### src/rtl/rv_multicycle_ctrl_pkg.sv
// Shared types and encodings for the RV32I multi-cycle control FSM.
// Imported by the opcode decoder and the controller top.
package rv_ctrl_pkg;

  typedef logic [2:0] ctrl_state_t;
  localparam ctrl_state_t ST_FETCH  = 3'd0;
  localparam ctrl_state_t ST_DECODE = 3'd1;
  localparam ctrl_state_t ST_EXEC   = 3'd2;
  localparam ctrl_state_t ST_MEM    = 3'd3;
  localparam ctrl_state_t ST_WB     = 3'd4;
  localparam ctrl_state_t ST_TRAP   = 3'd5;

  typedef enum logic [2:0] {
    IMM_I = 3'd0,
    IMM_S = 3'd1,
    IMM_B = 3'd2,
    IMM_U = 3'd3,
    IMM_J = 3'd4
  } imm_fmt_t;

  typedef enum logic [3:0] {
    CLS_LOAD,
    CLS_STORE,
    CLS_OPIMM,
    CLS_OP,
    CLS_BRANCH,
    CLS_JAL,
    CLS_JALR,
    CLS_LUI,
    CLS_AUIPC,
    CLS_ILLEGAL
  } op_class_t;

  localparam logic [6:0] OPC_LOAD   = 7'b0000011;
  localparam logic [6:0] OPC_STORE  = 7'b0100011;
  localparam logic [6:0] OPC_OPIMM  = 7'b0010011;
  localparam logic [6:0] OPC_OP     = 7'b0110011;
  localparam logic [6:0] OPC_BRANCH = 7'b1100011;
  localparam logic [6:0] OPC_JAL    = 7'b1101111;
  localparam logic [6:0] OPC_JALR   = 7'b1100111;
  localparam logic [6:0] OPC_LUI    = 7'b0110111;
  localparam logic [6:0] OPC_AUIPC  = 7'b0010111;

  localparam logic [1:0] PC_PLUS4 = 2'd0;
  localparam logic [1:0] PC_ALU   = 2'd1;
  localparam logic [1:0] PC_JALR  = 2'd2;

  localparam logic [1:0] WB_ALU = 2'd0;
  localparam logic [1:0] WB_MEM = 2'd1;
  localparam logic [1:0] WB_PC4 = 2'd2;
  localparam logic [1:0] WB_IMM = 2'd3;

endpackage

### src/rtl/rv_multicycle_ctrl_if.sv
// Unified instruction/data memory handshake between controller and memory.
interface rv_multicycle_ctrl_if;
  logic mem_req;
  logic mem_we;
  logic addr_sel;
  logic mem_ready;

  modport master (output mem_req, output mem_we, output addr_sel, input mem_ready);
  modport slave  (input mem_req, input mem_we, input addr_sel, output mem_ready);
endinterface

### src/rtl/rv_multicycle_ctrl_decode.sv
// Combinational opcode classifier: legality, instruction class and immediate format.
module rv_opcode_decode
  import rv_ctrl_pkg::*;
(
  input  logic [6:0] opcode,
  output logic       legal,
  output op_class_t  cls,
  output imm_fmt_t   imm_fmt
);

  always_comb begin
    legal   = 1'b1;
    cls     = CLS_ILLEGAL;
    imm_fmt = IMM_I;
    case (opcode)
      OPC_LOAD:   cls = CLS_LOAD;
      OPC_STORE:  begin cls = CLS_STORE;  imm_fmt = IMM_S; end
      OPC_OPIMM:  cls = CLS_OPIMM;
      OPC_OP:     cls = CLS_OP;
      OPC_BRANCH: begin cls = CLS_BRANCH; imm_fmt = IMM_B; end
      OPC_JAL:    begin cls = CLS_JAL;    imm_fmt = IMM_J; end
      OPC_JALR:   cls = CLS_JALR;
      OPC_LUI:    begin cls = CLS_LUI;    imm_fmt = IMM_U; end
      OPC_AUIPC:  begin cls = CLS_AUIPC;  imm_fmt = IMM_U; end
      default:    legal = 1'b0;
    endcase
  end

endmodule

### src/rtl/rv_multicycle_ctrl.sv
// Multi-cycle RV32I control FSM: sequences fetch/decode/exec/mem/wb over a shared
// datapath, counts retired instructions and traps on illegal opcodes or memory timeouts.
module rv_multicycle_ctrl
  import rv_ctrl_pkg::*;
#(
  parameter int unsigned TIMEOUT = 64,
  parameter int unsigned CNT_W   = 32
) (
  input  logic                     clk,
  input  logic                     rst,
  input  logic [6:0]               opcode,
  input  logic [2:0]               funct3,
  input  logic                     rd_zero,
  input  logic                     branch_taken,
  rv_multicycle_ctrl_if.master     mem,
  output logic                     ir_we,
  output logic                     pc_we,
  output logic [1:0]               pc_sel,
  output logic                     alu_src_a,
  output logic                     alu_src_b,
  output logic [2:0]               imm_sel,
  output logic                     reg_we,
  output logic [1:0]               wb_sel,
  output logic                     trap,
  output logic [CNT_W-1:0]         instret
);

  localparam int unsigned WaitW = $clog2(TIMEOUT + 1);

  ctrl_state_t      state_q, state_d;
  logic [WaitW-1:0] wait_q, wait_d;
  logic [CNT_W-1:0] instret_q;
  logic             boot_q;
  logic             req, we, asel, retire;

  logic      dec_legal;
  op_class_t dec_cls;
  imm_fmt_t  dec_imm;

  // funct3 is carried for the datapath; control sequencing does not depend on it.
  logic unused_funct3;
  assign unused_funct3 = ^funct3;

  rv_opcode_decode u_decode (
    .opcode  (opcode),
    .legal   (dec_legal),
    .cls     (dec_cls),
    .imm_fmt (dec_imm)
  );

  always_comb begin
    state_d   = state_q;
    wait_d    = wait_q;
    req       = 1'b0;
    we        = 1'b0;
    asel      = 1'b0;
    ir_we     = 1'b0;
    pc_we     = 1'b0;
    pc_sel    = PC_PLUS4;
    alu_src_a = 1'b0;
    alu_src_b = 1'b0;
    imm_sel   = dec_imm;
    reg_we    = 1'b0;
    wb_sel    = WB_ALU;

    // The reset cycle and the one after stay fully quiet; late mem_ready is dropped.
    if (!(rst || boot_q)) begin
      case (state_q)
        ST_FETCH: begin
          req = 1'b1;
          if (mem.mem_ready) begin
            ir_we   = 1'b1;
            pc_we   = 1'b1;
            state_d = ST_DECODE;
          end
        end
        ST_DECODE: state_d = dec_legal ? ST_EXEC : ST_TRAP;
        ST_EXEC: begin
          alu_src_b = (dec_cls != CLS_OP);
          unique case (dec_cls)
            CLS_LOAD, CLS_STORE: state_d = ST_MEM;
            CLS_OPIMM, CLS_OP, CLS_LUI: state_d = ST_WB;
            CLS_AUIPC: begin
              alu_src_a = 1'b1;
              state_d   = ST_WB;
            end
            CLS_BRANCH: begin
              alu_src_a = 1'b1;
              pc_we     = branch_taken;
              pc_sel    = PC_ALU;
              state_d   = ST_FETCH;
            end
            CLS_JAL: begin
              alu_src_a = 1'b1;
              pc_we     = 1'b1;
              pc_sel    = PC_ALU;
              state_d   = ST_WB;
            end
            CLS_JALR: begin
              pc_we   = 1'b1;
              pc_sel  = PC_JALR;
              state_d = ST_WB;
            end
            default: state_d = ST_TRAP;
          endcase
        end
        ST_MEM: begin
          req  = 1'b1;
          asel = 1'b1;
          we   = (dec_cls == CLS_STORE);
          if (mem.mem_ready) state_d = (dec_cls == CLS_STORE) ? ST_FETCH : ST_WB;
        end
        ST_WB: begin
          reg_we = ~rd_zero;
          case (dec_cls)
            CLS_LOAD:          wb_sel = WB_MEM;
            CLS_JAL, CLS_JALR: wb_sel = WB_PC4;
            CLS_LUI:           wb_sel = WB_IMM;
            default:           wb_sel = WB_ALU;
          endcase
          state_d = ST_FETCH;
        end
        ST_TRAP: state_d = ST_TRAP;
        default: state_d = ST_TRAP;
      endcase

      if (req && !mem.mem_ready) begin
        wait_d = wait_q + WaitW'(1);
        if (wait_q == WaitW'(TIMEOUT - 1)) state_d = ST_TRAP;
      end
      if ((state_d != state_q) && (state_d == ST_FETCH || state_d == ST_MEM)) begin
        wait_d = '0;
      end
    end

    retire = (state_d == ST_FETCH) && (state_q inside {ST_EXEC, ST_MEM, ST_WB});
  end

  always_ff @(posedge clk) begin
    if (rst) begin
      state_q   <= ST_FETCH;
      wait_q    <= '0;
      instret_q <= '0;
      boot_q    <= 1'b1;
    end else begin
      state_q <= state_d;
      wait_q  <= wait_d;
      boot_q  <= 1'b0;
      if (retire) instret_q <= instret_q + CNT_W'(1);
    end
  end

  assign mem.mem_req  = req;
  assign mem.mem_we   = we;
  assign mem.addr_sel = asel;
  assign trap         = (state_q == ST_TRAP);
  assign instret      = instret_q;

endmodule

### src/flat_wrapper.sv
// flat-port wrapper written by rule: the top's interface ports become plain ports
module rv_multicycle_ctrl_flat import rv_ctrl_pkg::*;
#(
  parameter int unsigned TIMEOUT = 64,
  parameter int unsigned CNT_W   = 32
)
  (clk, rst, opcode, funct3, rd_zero, branch_taken, ir_we, pc_we, pc_sel, alu_src_a, alu_src_b, imm_sel, reg_we, wb_sel, trap, instret, mem_mem_req, mem_mem_we, mem_addr_sel, mem_mem_ready);
  rv_multicycle_ctrl_if mem_i ();
  input  logic clk;
  input  logic rst;
  input  logic [6:0] opcode;
  input  logic [2:0] funct3;
  input  logic rd_zero;
  input  logic branch_taken;
  output logic ir_we;
  output logic pc_we;
  output logic [1:0] pc_sel;
  output logic alu_src_a;
  output logic alu_src_b;
  output logic [2:0] imm_sel;
  output logic reg_we;
  output logic [1:0] wb_sel;
  output logic trap;
  output logic [CNT_W-1:0] instret;
  output wire logic [$bits(mem_i.mem_req)-1:0] mem_mem_req;
  output wire logic [$bits(mem_i.mem_we)-1:0] mem_mem_we;
  output wire logic [$bits(mem_i.addr_sel)-1:0] mem_addr_sel;
  input wire logic [$bits(mem_i.mem_ready)-1:0] mem_mem_ready;
  assign mem_mem_req = mem_i.mem_req;
  assign mem_mem_we = mem_i.mem_we;
  assign mem_addr_sel = mem_i.addr_sel;
  assign mem_i.mem_ready = mem_mem_ready;
  rv_multicycle_ctrl #(.TIMEOUT(TIMEOUT), .CNT_W(CNT_W)) u_core (.clk(clk), .rst(rst), .opcode(opcode), .funct3(funct3), .rd_zero(rd_zero), .branch_taken(branch_taken), .mem(mem_i), .ir_we(ir_we), .pc_we(pc_we), .pc_sel(pc_sel), .alu_src_a(alu_src_a), .alu_src_b(alu_src_b), .imm_sel(imm_sel), .reg_we(reg_we), .wb_sel(wb_sel), .trap(trap), .instret(instret));
endmodule
### config.mk
export PLATFORM = sky130hd
export DESIGN_NAME = rv_multicycle_ctrl_flat
export DESIGN_NICKNAME = d
export VERILOG_FILES = /design/src/rtl/rv_multicycle_ctrl_pkg.sv /design/src/rtl/rv_multicycle_ctrl_if.sv /design/src/rtl/rv_multicycle_ctrl_decode.sv /design/src/rtl/rv_multicycle_ctrl.sv /design/src/flat_wrapper.sv
export SDC_FILE = /design/constraint.sdc
export NUM_CORES = 1
export LEC_CHECK = 0
export CORE_MARGIN = 5
export CORE_UTILIZATION = 50
export CTS_CLUSTER_DIAMETER = 80
export DETAILED_ROUTE_END_ITERATION = 12
export GPL_TIMING_DRIVEN = 0
export PLACE_DENSITY = 0.88
export SLEW_MARGIN = 15
export SYNTH_ARGS = -nofsm -noshare
export SYNTH_HDL_FRONTEND = slang
export SYNTH_SLANG_ARGS = --single-unit
export TNS_END_PERCENT = 50
### constraint.sdc
create_clock -name clk -period 3.2 [get_ports clk]
set_input_delay 0.64 -clock clk [delete_from_list [all_inputs] [get_ports clk]]
set_output_delay 0.64 -clock clk [all_outputs]
set_load 0.02 [all_outputs]
Yosys cells after proc, flatten, opt, wreduce, memory -nomap -nowiden --
Index checks and enable logic that the tools add are counted. Widths: inputs -> output; s select.
Word-level totals: register bits 43, bits of input ports 15, output and inout port bits 48
Cells by class: add/sub/neg operators 2, equal/unequal tests 26, mux-type cells 42, bitwise gates (word level) 2, reduce and logical (&&, ||, !) cells 21
Operators with widths (count):
- $pmux 4 s9 | 1
- $add 32x1->32 const B | 1
- $eq 7x6->1 const B | 4
- $mux 3 | 8
- $eq 7x7->1 const B | 3
- $mux 1 | 20
- $eq 4x3->1 const B | 4
- $pmux 3 s5 | 1
- $eq 7x5->1 const B | 2
- $mux 7 | 2
- $pmux 3 s4 | 1
- $reduce_or 2->1 | 5
- $eq 3x2->1 const B | 3
- $logic_not 3->1 | 3
- $pmux 3 s3 | 1
- $reduce_or 9->1 | 1
- $eq 4x2->1 const B | 2
- $mux 2 | 4
- $add 7x1->7 const B | 1
- $eq 7x2->1 const B | 1
- $eq 3x3->1 const B | 2
- $pmux 2 s3 | 1
- $reduce_or 6->1 | 1
- $eq 4x1->1 const B | 1
- other kinds (15) | 20

Logic depth before layout (Yosys ltp) --
depth after elaboration 14, gate-level depth with buffers 9, gate-level depth less buffers 8

Cells and area by module --
A second synthesis with hierarchy kept.
Unflattened totals: cell total of the unflattened synthesis 351, area total of the unflattened synthesis 2788.9 sq um
Modules (own cells, without submodules):
- rv_multicycle_ctrl | times used 1, cells each 317, area each 2587.5 sq um
- rv_opcode_decode | times used 1, cells each 34, area each 201.4 sq um

Worst setup path after synthesis --
OpenSTA, ideal clock, no wires.
path kind in2out, from input port opcode[6], to output port alu_src_a, arrival time 2487 ps, required time 2560 ps, path slack 73 ps, cell stages on the path 8, path through buf_2 nand2b_1 or2_2 a21oi_1 o2111ai_1 or2_2 a21oi_1 or2_2
Between the ends: word-level cells in the longest chain between the ends 7, elaborated cells on any way between the ends 17
RTL lines:
- start: declaration | RTL line flat_wrapper.sv:11 | input logic [6:0] opcode;
- $eq 7x5->1 (tied with other cells) | RTL line rv_multicycle_ctrl_decode.sv:15 | case (opcode)
- $pmux 4 s9 * | RTL line rv_multicycle_ctrl_decode.sv:15
- $eq 4x4->1 / $eq 4x3->1 (equally long branches) | RTL line rv_multicycle_ctrl.sv:80 | unique case (dec_cls)
- $reduce_or 3->1 (no source line) *
- $mux 1 * | RTL line rv_multicycle_ctrl.sv:80
- $mux 1 * | RTL line rv_multicycle_ctrl.sv:68 | case (state_q)
- $mux 1 * | RTL line rv_multicycle_ctrl.sv:67 | if (!(rst || boot_q)) begin
- end: declaration | RTL line flat_wrapper.sv:18 | output logic alu_src_a;
Every way passes the cells marked *; elsewhere a longest branch is shown, timed or not.

Worst setup path after layout --
from input port rst, to output port reg_we
Between the ends: word-level cells in the longest chain between the ends 2
RTL lines:
- start: declaration | RTL line flat_wrapper.sv:10 | input logic rst;
- $logic_or 1x1->1 | RTL line rv_multicycle_ctrl.sv:67
- $mux 1 | RTL line rv_multicycle_ctrl.sv:67
- end: declaration | RTL line flat_wrapper.sv:21 | output logic reg_we;
Every way passes these cells.

==> implementation parameters <==
Parameter                              Value

Route
  WL met1    ~3300 um
  Total via count after detailed routing    2910
  Post-DR vias/cell    ~6
  Router iterations before antenna repair    4
  Number of design rule violations left after detail routing    0
  Met2 Routed Length    3630 um
  Met3 wire length    between 300 and 400 um
  Antenna-violating nets left    0
  Uppermost routed layer    met4
  Routed len/inst    about 15 um
  Iteration-0 DRC Markers    ~130
  Final wirelength    between 7000 and 8000 um

Yosys
  Largest area contributor in the synthesized netlist    dfxtp_1
  Post-synthesis average cell area    7.67 um2
  Flip-flop cell with the highest count after synthesis    dfxtp_1
  Total of flip-flops plus latches after synthesis    43
  Post-synthesis instance total    354
  Post-Syn Nets    371
  Post-synthesis cell area    approximately 0.0027 mm2
  Share of Yosys cell area claimed by the top area cell type    between 30% and 40%
  Sequential share of the synthesized area    around a third
  Number of flops mapped to enable cells by yosys    0
  Count of yosys warnings during synthesis    0
  Synth area leaders    dfxtp_1, nor2_1, a21oi_1
  Number of unique standard cell types used by synthesis    53
  Share of flip-flops with an asynchronous set or reset after synthesis    0%

Timing
  RSZ-0062 raised after global routing    true
  Post-route clock skew    roughly 0.0077 ns
  Max-slew violations    0
  Final number of hold-violating endpoints    0
  Fmax    between 300 and 400 MHz
  Final Critical Period    roughly 3.1 ns
  Post-Route Setup TNS    0 ns
  Crit share post-route    between 90% and 100%
  Final setup violation count    0
  Actual transition at the worst max-transition pin    ~0.53 ns
  Worst hold slack across all endpoints    a little over 0.5 ns
  Worst relative slew slack    ~65%

Clock network
  Deepest clock path buffer count    2
  TritonCTS clock tree    built
  Cell chosen for the clock root    clkbuf_8
  Cts bufs inserted    5
  Clock Pin Slew Worst Setup and Hold Paths    0.09 ns
  Hold bufs inserted after CTS    0
  Number of H-tree levels    2
  Clock sink total    43
  Clock latency on the worst-skew pair    about 0.30 ns

Finish
  Leading cell type in the layout, fill and taps excluded    clkdlybuf4s50_1
  Count of inserted antenna diode cells    0
  P&R area growth vs syn    31.6%
  Proportion of layout cells with a drive suffix above 1    between 10% and 20%
  Final nets    approximately 440
  Most used cells in the layout excluding fill and tap cells    clkdlybuf4s50_1, dfxtp_1, nor2_1

Pwr
  Max IR drop VDD    roughly 0.3 mV
  LEAKAGE    about 1.2 nW
  Pwr per Cell Area    approximately 290 mW/mm2

Setup path
  Top fanout value on the critical path    10
  CP Launch Point    rst
  Critical path class    input pin to output port
  Startpoint of the worst register-to-register path    u_core.state_q[0]$_SDFF_PP0_
  Endpoint class of the critical path    output port
  Startpoint type of the worst setup path    input pin
  CP Data Required Time    between 2 and 3 ns
  Data arrival time of the critical path    between 2 and 2.5 ns

Floorplan
  Core Box Area    0.00520 mm2
  Top-Level Pins    63
  Initial core utilization    ~52%
  Die area    0.00701 mm2
  Cell row count    26
  DIE WIDTH    approximately 84 um
  Die H    83.7 um

Global routing
  Sum of overflow across all layers after global routing    0
  Global-route usage over all layers    between 20% and 30%
  Antenna violations before repair    0
  First-pass GRT wire length    approximately 13000 um
  Vias in the first global route    between 2000 and 3000
  Maximum number of pins on one net before global-route repair    15

Status
  Status    finished, final reports clean

Worst hold path
  Hold wc startpoint    u_core.wait_q[2]$_SDFFE_PP0P_
  Type of the tightest min-delay check    register to register

Placed design
  IO buf count    58
  Post-detailed-placement half-perimeter wirelength    about 5300 um
  RD Place Congestion    0.829

Flow run
  Count of maximum capacitance violations    0
-- sequential cells by signal (all words and copies together), names as in the netlist --
register and flops:
u_core.state_q 3, u_core.boot_q 1, u_core.instret 32, u_core.wait_q 7
-- timing repair --
action	in CTS	in global routing
resized for setup	30	11
buffers inserted	5	2
pin swaps	4	3
hold endpoints to repair	0	0
setup endpoints to repair	8	31
-- through the flow --
stage          cells  cell area [um2]  total power (W)  util, %  setup WS (ns)
5_1_grt          496             3570          0.00108     68.7        -0.0667
3_3_place_gp     482             3380         0.000687     65.0         -0.751
6_report         496             3570          0.00104     68.7         0.0906
4_1_cts          495             3530          0.00104     67.8        -0.0124
3_5_place_dp     482             3380         0.000690     65.0         -0.758
2_1_floorplan    354             2720         0.000645        -         0.0729
-- critical path: stages --
cell and delay (ns):
clkdlybuf4s50_1 0.45, clkbuf_1 0.25, nor2_2 0.22, nand3_1 0.18, nor2_1 0.12, clkdlybuf4s50_1 0.61
-- worst paths after layout --
check | cells after the start | end | slack (ns)
worst max-delay path | 6 | reg_we | 0.09
worst min-delay path | 2 | u_core.wait_q[2]$_SDFFE_PP0P_ | 0.51
worst max register to register | 8 | u_core.instret[18]$_SDFFE_PP0P_ | 0.57
worst min register to register | 2 | u_core.wait_q[2]$_SDFFE_PP0P_ | 0.51
-- power by group --
| group | total, W | internal, W | switching [W] |
|---|---|---|---|
| Clock | 0.000346 | 0.000152 | 0.000194 |
| Sequential | 0.000544 | 0.000539 | 0.00000497 |
| Combinational | 0.000146 | 0.0000569 | 0.0000888 |
-- kinds of logic (layout without fill, tap and decap cells) --
kind of cell / after synthesis / count (layout) / synth area share (%)
XOR/XNOR: 18 / 18 / 5.80
adder cells (fa/ha/maj): 2 / 2 / 0.921
buffers and inverters: 32 / 104 / 5.30
flip-flops: 43 / 43 / 31.7
AND/OR/NAND/NOR: 172 / 172 / 34.5
multiplexers: 5 / 5 / 1.84
AO/OA/AOI/OAI: 82 / 82 / 19.9
-- per-layer routing --
| metal | global-route usage [%] | vias to the layer above |
|---|---|---|
| li1 | - | 1442 |
| met1 | 25.2 | 1369 |
| met2 | 37.6 | 85 |
| met3 | 5.43 | 14 |
| met4 | 7.16 | 0 |
| met5 | 0 | - |
-- synthesized netlist by cell type, drive strengths merged (2+ instances only) --
cell     number
dfxtp        43
nor2         39
a21oi        28
nand2        24
o21ai        22
nand3        17
nand4        16
inv          15
xnor2        14
or3          13
nor4         12
nor3         11
o211ai       11
clkbuf       10
buf           7
and4          6
or2           6
and2          5
mux2i         5
and3          4
nand2b        4
nor2b         4
xor2          4
nand3b        3
nand4b        3
a2111oi       2
a21boi        2
a21o          2
ha            2
nor3b         2
-- layout make-up --
cell class / count / area (um2)
timing repair buffer: 65 / 621
fill: 443 / 1630
clock inverter: 3 / 20.0
buffer: 16 / 90.1
inverter: 15 / 56.3
sequential: 43 / 861
tap: 70 / 87.6
multi-input combinational: 279 / 1770
clock buffer: 5 / 68.8
Power figures use the tool's default switching activity.
